**src/rtl/icache_mshr_alloc.sv**
```systemverilog
// ----------------------------------------------------------------------------
// icache_mshr_alloc
//
// MSHR entry allocator for the icache miss path. It keeps a busy bitmap of
// MSHR entries and offers one free entry at a time to the request arbiter.
// Entries go back to the pool on refill completion (free) or on flush.
//
// Ports
//   clk          clock
//   rst          synchronous active-high reset
//   alloc_vld    a free entry is being offered
//   alloc_index  index of the offered entry (stable while alloc_rdy is low)
//   alloc_rdy    consumer takes the offered entry this cycle
//   free_vld     release the entry named by free_index
//   free_index   entry to release
//   flush        release every entry
//   busy_vec     registered bitmap of allocated entries
//   busy_cnt     number of allocated entries (popcount of busy_vec)
//   full         all entries allocated
//   err_free     one-cycle pulse: a free named an entry that was not busy
// ----------------------------------------------------------------------------
module icache_mshr_alloc #(
    parameter int MSHR_ENTRY_NUM         = 8,
    parameter int MSHR_ENTRY_INDEX_WIDTH = $clog2(MSHR_ENTRY_NUM)
) (
    input  logic                              clk,
    input  logic                              rst,
    output logic                              alloc_vld,
    output logic [MSHR_ENTRY_INDEX_WIDTH-1:0] alloc_index,
    input  logic                              alloc_rdy,
    input  logic                              free_vld,
    input  logic [MSHR_ENTRY_INDEX_WIDTH-1:0] free_index,
    input  logic                              flush,
    output logic [MSHR_ENTRY_NUM-1:0]         busy_vec,
    output logic [MSHR_ENTRY_INDEX_WIDTH:0]   busy_cnt,
    output logic                              full,
    output logic                              err_free
);

    localparam int N  = MSHR_ENTRY_NUM;
    localparam int IW = MSHR_ENTRY_INDEX_WIDTH;

    logic [N-1:0]  busy_reg;
    logic [N-1:0]  busy_next;
    logic [N-1:0]  take_onehot;
    logic [N-1:0]  free_onehot;
    logic [N-1:0]  free_mask;
    logic          offer_vld_reg;
    logic          offer_vld_next;
    logic [IW-1:0] offer_idx_reg;
    logic [IW-1:0] offer_idx_next;
    logic          err_reg;
    logic          err_next;
    logic          transfer;
    logic          free_hit;
    logic          offer_load;
    logic [IW:0]   cnt_next;

    assign transfer = offer_vld_reg & alloc_rdy;
    // A free only counts when it names a busy entry; otherwise it is an error.
    assign free_hit = free_vld & busy_reg[free_index];

    generate
        for (genvar gi = 0; gi < N; gi++) begin : g_onehot
            assign take_onehot[gi] = transfer && (offer_idx_reg == IW'(gi));
            assign free_onehot[gi] = free_hit && (free_index == IW'(gi));
        end
    endgenerate

    // Flush wins over both take and free; a taken entry in a flush cycle is dropped.
    assign busy_next = flush ? '0 : ((busy_reg | take_onehot) & ~free_onehot);
    assign free_mask = ~busy_next;

    // Lowest-index free entry of the next busy map.
    always_comb begin
        offer_idx_next = '0;
        for (int i = N - 1; i >= 0; i--) begin
            if (free_mask[i]) begin
                offer_idx_next = IW'(i);
            end
        end
    end

    assign offer_vld_next = |free_mask;
    // A pending offer is held until taken, so alloc_index never moves under the consumer.
    assign offer_load     = !offer_vld_reg || transfer;
    assign err_next       = free_vld & ~busy_reg[free_index] & ~flush;

    always_ff @(posedge clk) begin
        if (rst) begin
            busy_reg      <= '0;
            offer_vld_reg <= 1'b0;
            offer_idx_reg <= '0;
            err_reg       <= 1'b0;
        end else begin
            busy_reg <= busy_next;
            err_reg  <= err_next;
            if (offer_load) begin
                offer_vld_reg <= offer_vld_next;
                offer_idx_reg <= offer_idx_next;
            end
        end
    end

    always_comb begin
        cnt_next = '0;
        for (int i = 0; i < N; i++) begin
            cnt_next = cnt_next + (IW + 1)'(busy_reg[i]);
        end
    end

    assign alloc_vld   = offer_vld_reg;
    assign alloc_index = offer_idx_reg;
    assign busy_vec    = busy_reg;
    assign busy_cnt    = cnt_next;
    assign full        = &busy_reg;
    assign err_free    = err_reg;

endmodule

```
**config.mk**
```make
export PLATFORM = sky130hd
export DESIGN_NAME = icache_mshr_alloc
export DESIGN_NICKNAME = d
export VERILOG_FILES = /design/src/rtl/icache_mshr_alloc.sv
export SDC_FILE = /design/constraint.sdc
export NUM_CORES = 1
export LEC_CHECK = 0
export BUFFER_PORTS_ARGS = -buffer_cell sky130_fd_sc_hd__buf_4
export CAP_MARGIN = 10
export CORE_AREA = 2 2 48 50
export DETAILED_ROUTE_END_ITERATION = 8
export DIE_AREA = 0 0 50 52
export PLACE_DENSITY = 0.88
export SLEW_MARGIN = 20
export SYNTH_ARGS = -nofsm -noshare
export SYNTH_HDL_FRONTEND = slang
export SYNTH_SLANG_ARGS = --single-unit
```
**constraint.sdc**
```tcl
create_clock -name clk -period 4.56 [get_ports clk]
set_input_delay 0.912 -clock clk [delete_from_list [all_inputs] [get_ports clk]]
set_output_delay 0.912 -clock clk [all_outputs]
set_load 0.02 [all_outputs]
```
# == Word level (Yosys, flattened, before mapping) ==
# Cells that the tools add are included.
# word_totals
regBits,13
# classes
reduce_logical,22
n_lt_le_gt_ge,1
n_eq_ne,14
n_addsub,7
mux,11
bitwise_logic,10
# op_table
operator,count
"3-bit == test, second input constant",8
3-bit two-way mux,8
4-bit by 1-bit adder with 4-bit output,4
1-bit logical AND,16
8-bit NOT,2
"3-bit by 2-bit == test with 1-bit output, second input constant",4
8-bit bitwise AND,1
8-bit two-way mux,1
8-bit OR,1
8-bit AND reduction,1
8-bit OR reduction,1
"3-bit by 1-bit == test with 1-bit output, second input constant",2
3-bit zero test,2
3-bit by 1-bit adder with 4-bit output,1
1-bit bitwise AND,4
"3-bit by 4-bit < comparator with 1-bit output, second input constant",1
2-bit by 1-bit adder with 3-bit output,1
1-bit binary-select mux with 3-bit select,1
1-bit by 1-bit adder with 2-bit output,1
1-bit NOT,2
1-bit zero test,1
1-bit logical OR,1
1-bit two-way mux,1

# == Logic depth before layout (Yosys ltp) ==
# Gate-level depths: netlist of the first run.
# depth
depth_word,16
ltp_mapped,9
mapped_depth_nobuf,9

# == Worst setup path after synthesis of the first run ==
# OpenSTA, ideal clock, no wires.
# synth_timing
path_kind,register to output
startpoint,register busy_reg[3] (netlist: busy_vec[3])
endpoint,output port busy_cnt[2]
path_buffers,0
arrival_ns,2.931
path_stages_with_launch,10
slack_ns,0.717
cell_sequence,dfxtp_1 fa_1 inv_1 fa_1 fa_1 inv_1 ha_1 inv_1 fa_1 xnor2_1
# synth_between
elab_chain_len,5
# synth_rtl
item,line,source
start: declaration,43,logic [N-1:0] busy_reg;
start signal: assignment,96,busy_reg <= busy_next;
3-bit by 1-bit adder with 4-bit output,108,cnt_next = cnt_next + (IW + 1)'(busy_reg[i]);
4-bit by 1-bit adder with 4-bit output (4 in series),108,
end: declaration,35,"output logic [MSHR_ENTRY_INDEX_WIDTH:0] busy_cnt,"
# Every way passes these cells.

# == Worst setup path after layout of the first run ==
# Ends and elaborated chain as after synthesis.

==> flow_summary.ini, run 1 <==
[run]
drv_cap = 0

[global_route]
antenna_found_initial = 0
grt_use_total_pct = 23.02
grt_pass1_vias = 966
grt_pass1_wl_um = 4485
grt_max_degree = 13
grt_overflow_total = 0

[detailed_routing]
ant_nets = 0
drcViolationCount = 0
wirelength_um = 2701
drt_pass1_iterations = 4
vias = 1041
initialDrtViolationCount = 63
avgRoutedWirePerCell_um = 15.43
vias_per_cell = 5.949

[sta]
slew_violations = 0
finalHoldViolations = 0
tightestPinTransition_ps = 424.6
fin_crit_ps = 4097
setup-violations-final = 0
slew_headroom_pct = 71.66
rsz0062_at_grt = no
fmax_ghz = 0.2441
fin_crit_sh_pct = 89.86
tns_ps = 0
clock-skew-final_ps = 3.736
timing.final.ws_setup_ps = 462.6

[worst_setup_path]
setup.reg_to_reg.worst_slack_ps = 2500
critPathArrivalTime_ps = 3190
critPathCaptureType = output port
critical_path_class = reg2out
critPathRequiredTime_ps = 3650
cp-start-kind = flop
critPathMaxFanout = 9

[placement]
dpl_worst_slack_ps = 784.7
port_buffers = 25
finalWeightedCongestion = 0.9208
hpwl_um = 2088

[power]
clkPwrFrac_pct = 34.5
leakage_uw = 0.0004989
internal_power_uw = 163.1
p_sw_uw = 66.04
combPwrFrac_pct = 14.1
switching_share_pct = 28.83
powerDensity_nw_per_um2 = 180.2
seqPwrFrac_pct = 51.4
vdd_drop_max_mv = 0.1317

[cts]
htree_levels = 1
cts_hold_buf = 0
clock_tree.root_cell = clkbuf_4
cts_tree = built
clk_path_buf_depth = 2
clock_latency_ps = 300
cts.sinks = 13
post_cts_resized = 0
cts-buffers-inserted = 3
path_clk_slew_ps = 90
postCtsSetupBuffers = 0

[floorplan]
initial_core_util_pct = 49.79
num_rows = 17
die_y_um = 52
die_w_um = 50
io-pin-count = 26
core_sq_um = 2106
die_area_sq_um = 2600

[synth]
yosysTopAreaCell = dfxtp_1
yosys-top-cells-count = dfxtp_1 (13), inv_1 (13), nand2_1 (9), nor2_1 (9), a21oi_1 (8)
avgSynthCellArea_sq_um = 8.456
synthTopCellsByArea = dfxtp_1 (25%), fa_1 (7.6%), ha_1 (4.8%)
syn-cell-area_sq_um = 1049
synthArstFlopShare_pct = 0
yosysWarnings = 0
synth_seq_area_share_pct = 24.82
synth_edf_count = 0
synth_cell_types = 45
synth.top_cell.area_share_pct = 24.82
synthCells = 124
ys_seq_elements = 13
syn-num-nets = 140
synthFlopType = dfxtp_1

[layout]
diodes = 0
fin_nets = 164
drive_above_1_share_pct = 25.17
n_fill_cell = 190
seq_area_sq_um = 260.3
multi_input_area_sq_um = 713.2
areaGrowthSynthToFinish_pct = 21.24

[outcome]
status = finished, final reports clean

[min_path]
hold_class = reg2reg
-- power by group through the flow --
stage          combinational, uW  clock [uW]  sequential, uW
2_1_floorplan               18.4           0             121
3_3_place_gp                31.2           0             120
3_5_place_dp                32.0           0             120
4_1_cts                     32.1        79.3             118
5_1_grt                     34.8        83.6             118
6_report                    32.4        79.1             118
-- flip-flops by register name (all words and copies together) (netlist names) --
| register | cells |
|---|---|
| alloc_index | 3 |
| alloc_vld | 1 |
| busy_vec | 8 |
| err_free | 1 |
-- per-stage QoR --
step | instance area (sq um) | power [uW] | utilization [%] | std cells | hold WS (ps)
detailed placement | 1245 | 152.3 | 59.12 | 171 | 519.5
CTS | 1271 | 228.9 | 60.37 | 175 | 532.0
global placement | 1245 | 151.4 | 59.12 | 171 | 503.6
floorplan | 1049 | 139.4 | - | 124 | 558.7
finish | 1271 | 229.1 | 60.37 | 175 | 534.3
global route | 1271 | 236.4 | 60.37 | 175 | 577.5
-- worst paths after layout --
check | from | endpoint | depth (start not counted)
setup reg to reg | alloc_index[0]$_SDFFE_PP0P_ | alloc_index[2]$_SDFFE_PP0P_ | 4
hold reg to reg | alloc_index[1]$_SDFFE_PP0P_ | alloc_index[1]$_SDFFE_PP0P_ | 2
setup / recovery | busy_vec[3]$_SDFF_PP0_ | busy_cnt[2] | 10
hold / removal | alloc_index[1]$_SDFFE_PP0P_ | alloc_index[1]$_SDFFE_PP0P_ | 2
-- metal layers --
layer / part of all wire (%) / GRT usage [%] / vias up
met5: 0 / 0 / -
li1: - / - / 499
met4: 1.6 / 10.65 / 0
met2: 51 / 40.13 / 54
met1: 41 / 27.26 / 483
met3: 6.1 / 4.310 / 5
-- cell type report --
class / instances / share of cell area, %
Multi-Input combinational cell: 92 / 56.10
Sequential cell: 13 / 20.47
Timing Repair Buffer: 25 / 14.76
Inverter: 13 / 3.839
Tap cell: 28 / 2.756
Clock buffer: 4 / 2.067
-- critical path, cell delays in order, from the launching register on --
cell and delay (ps):
dfxtp_1 490, fa_1 460, inv_1 80, fa_1 420, fa_1 450, inv_1 70, ha_1 150, inv_1 50
fa_1 380, xnor2_1 170, buf_4 160
-- cells by family after synthesis --
group	count (synthesis)	synth area share (%)
fa+ha+maj	8	12.41
compound gates	28	19.33
xor+xnor	1	0.8355
simple gates	51	29.24
buf+inv	19	7.160
flops	13	24.82
mux	4	6.205
-- cells in the final DEF (no fill, tap or decap), types with 4 or more instances in the layout --
master     n
inv_1     13
nand3_1    6
dfxtp_1   13
buf_4     25
fa_1       4
a21oi_1    8
ha_1       4
nand2_1    9
nor4_1     4
nand3b_1   4
nor2_1     9
Power figures use the tool's default switching activity.
==> run 2: changes to the inputs <==
==> constraint.sdc (replaced) <==
create_clock -name clk -period 4.56 [get_ports clk]
set_input_delay 0.228 -clock clk [delete_from_list [all_inputs] [get_ports clk]]
set_output_delay 0.228 -clock clk [all_outputs]
set_load 0.02 [all_outputs]
==> run 2 against run 1 <==
Net effect: cell area unchanged; sequential power about the same; global-route usage up 0.25 points; flip-flop and latch count unchanged; maximum frequency up 20%; wire length up 0.63%; worst setup slack better by 680 ps; critical endpoint unchanged.
==> flow_summary.ini, run 2 (same netlist as run 1, synthesis figures left out) <==
[floorplan]
num_rows = 17
initial_core_util_pct = 49.79
die_y_um = 52
die_area_sq_um = 2600
core_sq_um = 2106
io-pin-count = 26
die_w_um = 50

[cts]
clock_latency_ps = 300
clk_path_buf_depth = 2
path_clk_slew_ps = 90
htree_levels = 1
cts.sinks = 13
postCtsSetupBuffers = 0
clock_tree.root_cell = clkbuf_4
cts_tree = built
post_cts_resized = 0
cts-buffers-inserted = 3
cts_hold_buf = 0

[power]
vdd_drop_max_mv = 0.1022
powerDensity_nw_per_um2 = 180.9
leakage_uw = 0.0004989
power_uw = 229.9

[placement]
port_buffers = 25
finalWeightedCongestion = 0.9208
hpwl_um = 2077

[sta]
tightestPinTransition_ps = 454.3
setup-violations-final = 0
clock-skew-final_ps = 7.845
fin_crit_ps = 3419
fin_crit_sh_pct = 74.98
rsz0062_at_grt = no
finalHoldViolations = 0
slew_headroom_pct = 69.67
tns_ps = 0
slew_violations = 0
fmax_ghz = 0.2925

[layout]
seq_area_sq_um = 260.3
largest_register_ff_count = 8
drive_above_1_share_pct = 25.17
final_cell_mix = buf_4 (25), inv_1 (13), dfxtp_1 (13)
n_fill_cell = 191
areaGrowthSynthToFinish_pct = 21.24
layout_commonest_cell = buf_4
fin_nets = 164
multi_input_area_sq_um = 713.2
diodes = 0

[outcome]
status = finished, final reports clean

[worst_setup_path]
cp-start-kind = flop
critical_path_class = reg2out
critPathCaptureType = output port
critPathMaxFanout = 6
r2r_cells = 4
critPathArrivalTime_ps = 3190
critPathRequiredTime_ps = 4330

[global_route]
grt_overflow_total = 0
grt_pass1_wl_um = 4560
grt_max_degree = 13
grt_pass1_vias = 969
grt_use_total_pct = 23.27
antenna_found_initial = 0

[detailed_routing]
vias_per_cell = 6.057
vias = 1060
wirelength_um = 2718
drt_pass1_iterations = 4
ant_nets = 0
drcViolationCount = 0
avgRoutedWirePerCell_um = 15.53
initialDrtViolationCount = 53

[min_path]
whs_path_depth = 2
hold_class = in2reg

[run]
drv_cap = 0
==> run 2: cell counts in the layout (fill, tap and decap cells not counted) <==
No cell type changed its count.
==> run 2: power breakdown <==
part / internal, uW / switching, uW
sequential: 115 / 2.78
clock: 34.2 / 45.4
combinational: 13.9 / 18.6
==> run 2: per-stage QoR <==
stage / worst slack [ps] / util, % / hold slack (ps) / area [sq um] / std cells
CTS: 1147 / 60.37 / 133.6 / 1271 / 175
finish: 1141 / 60.37 / 131.7 / 1271 / 175
detailed placement: 1484 / 59.12 / 447.2 / 1245 / 171
global route: 1019 / 60.37 / 135.0 / 1271 / 175
floorplan: 1401 / - / 297.1 / 1049 / 124
global placement: 1545 / 59.12 / 446.8 / 1245 / 171
==> run 2: worst max-delay path, stage by stage, from the launching register on <==
cell and delay [ps]:
dfxtp_1 390, fa_1 550, inv_1 50, fa_1 500, fa_1 420, inv_1 70, ha_1 150, inv_1 50
fa_1 380, xnor2_1 170, buf_4 160
==> run 2: worst paths after layout <==
path                                             startpoint                           to  slack, ps
worst min-delay path                                    rst       alloc_vld$_SDFFE_PP0P_        130
worst max register to register  alloc_index[0]$_SDFFE_PP0P_  alloc_index[2]$_SDFFE_PP0P_       2470
worst min register to register  alloc_index[1]$_SDFFE_PP0P_  alloc_index[1]$_SDFFE_PP0P_        530
worst max-delay path                 busy_vec[0]$_SDFF_PP0_                  busy_cnt[2]       1140
==> run 2: routing by layer <==
layer | track usage (%) | share of wire, % | wire length, um | up-vias
li1 | - | - | - | 496
met4 | 13.43 | 4.5 | 121 | 0
met1 | 27.98 | 41 | 1111 | 482
met3 | 3.448 | 6.9 | 187 | 16
met5 | 0 | 0 | 0 | -
met2 | 39.47 | 48 | 1299 | 66
==> run 2: area by class of cell <==
cell class,count,share of cell area (%)
timing repair buffer,25,14.76
clock buffer,4,2.067
multi-input combinational,92,56.10
inverter,13,3.839
tap,28,2.756
sequential,13,20.47
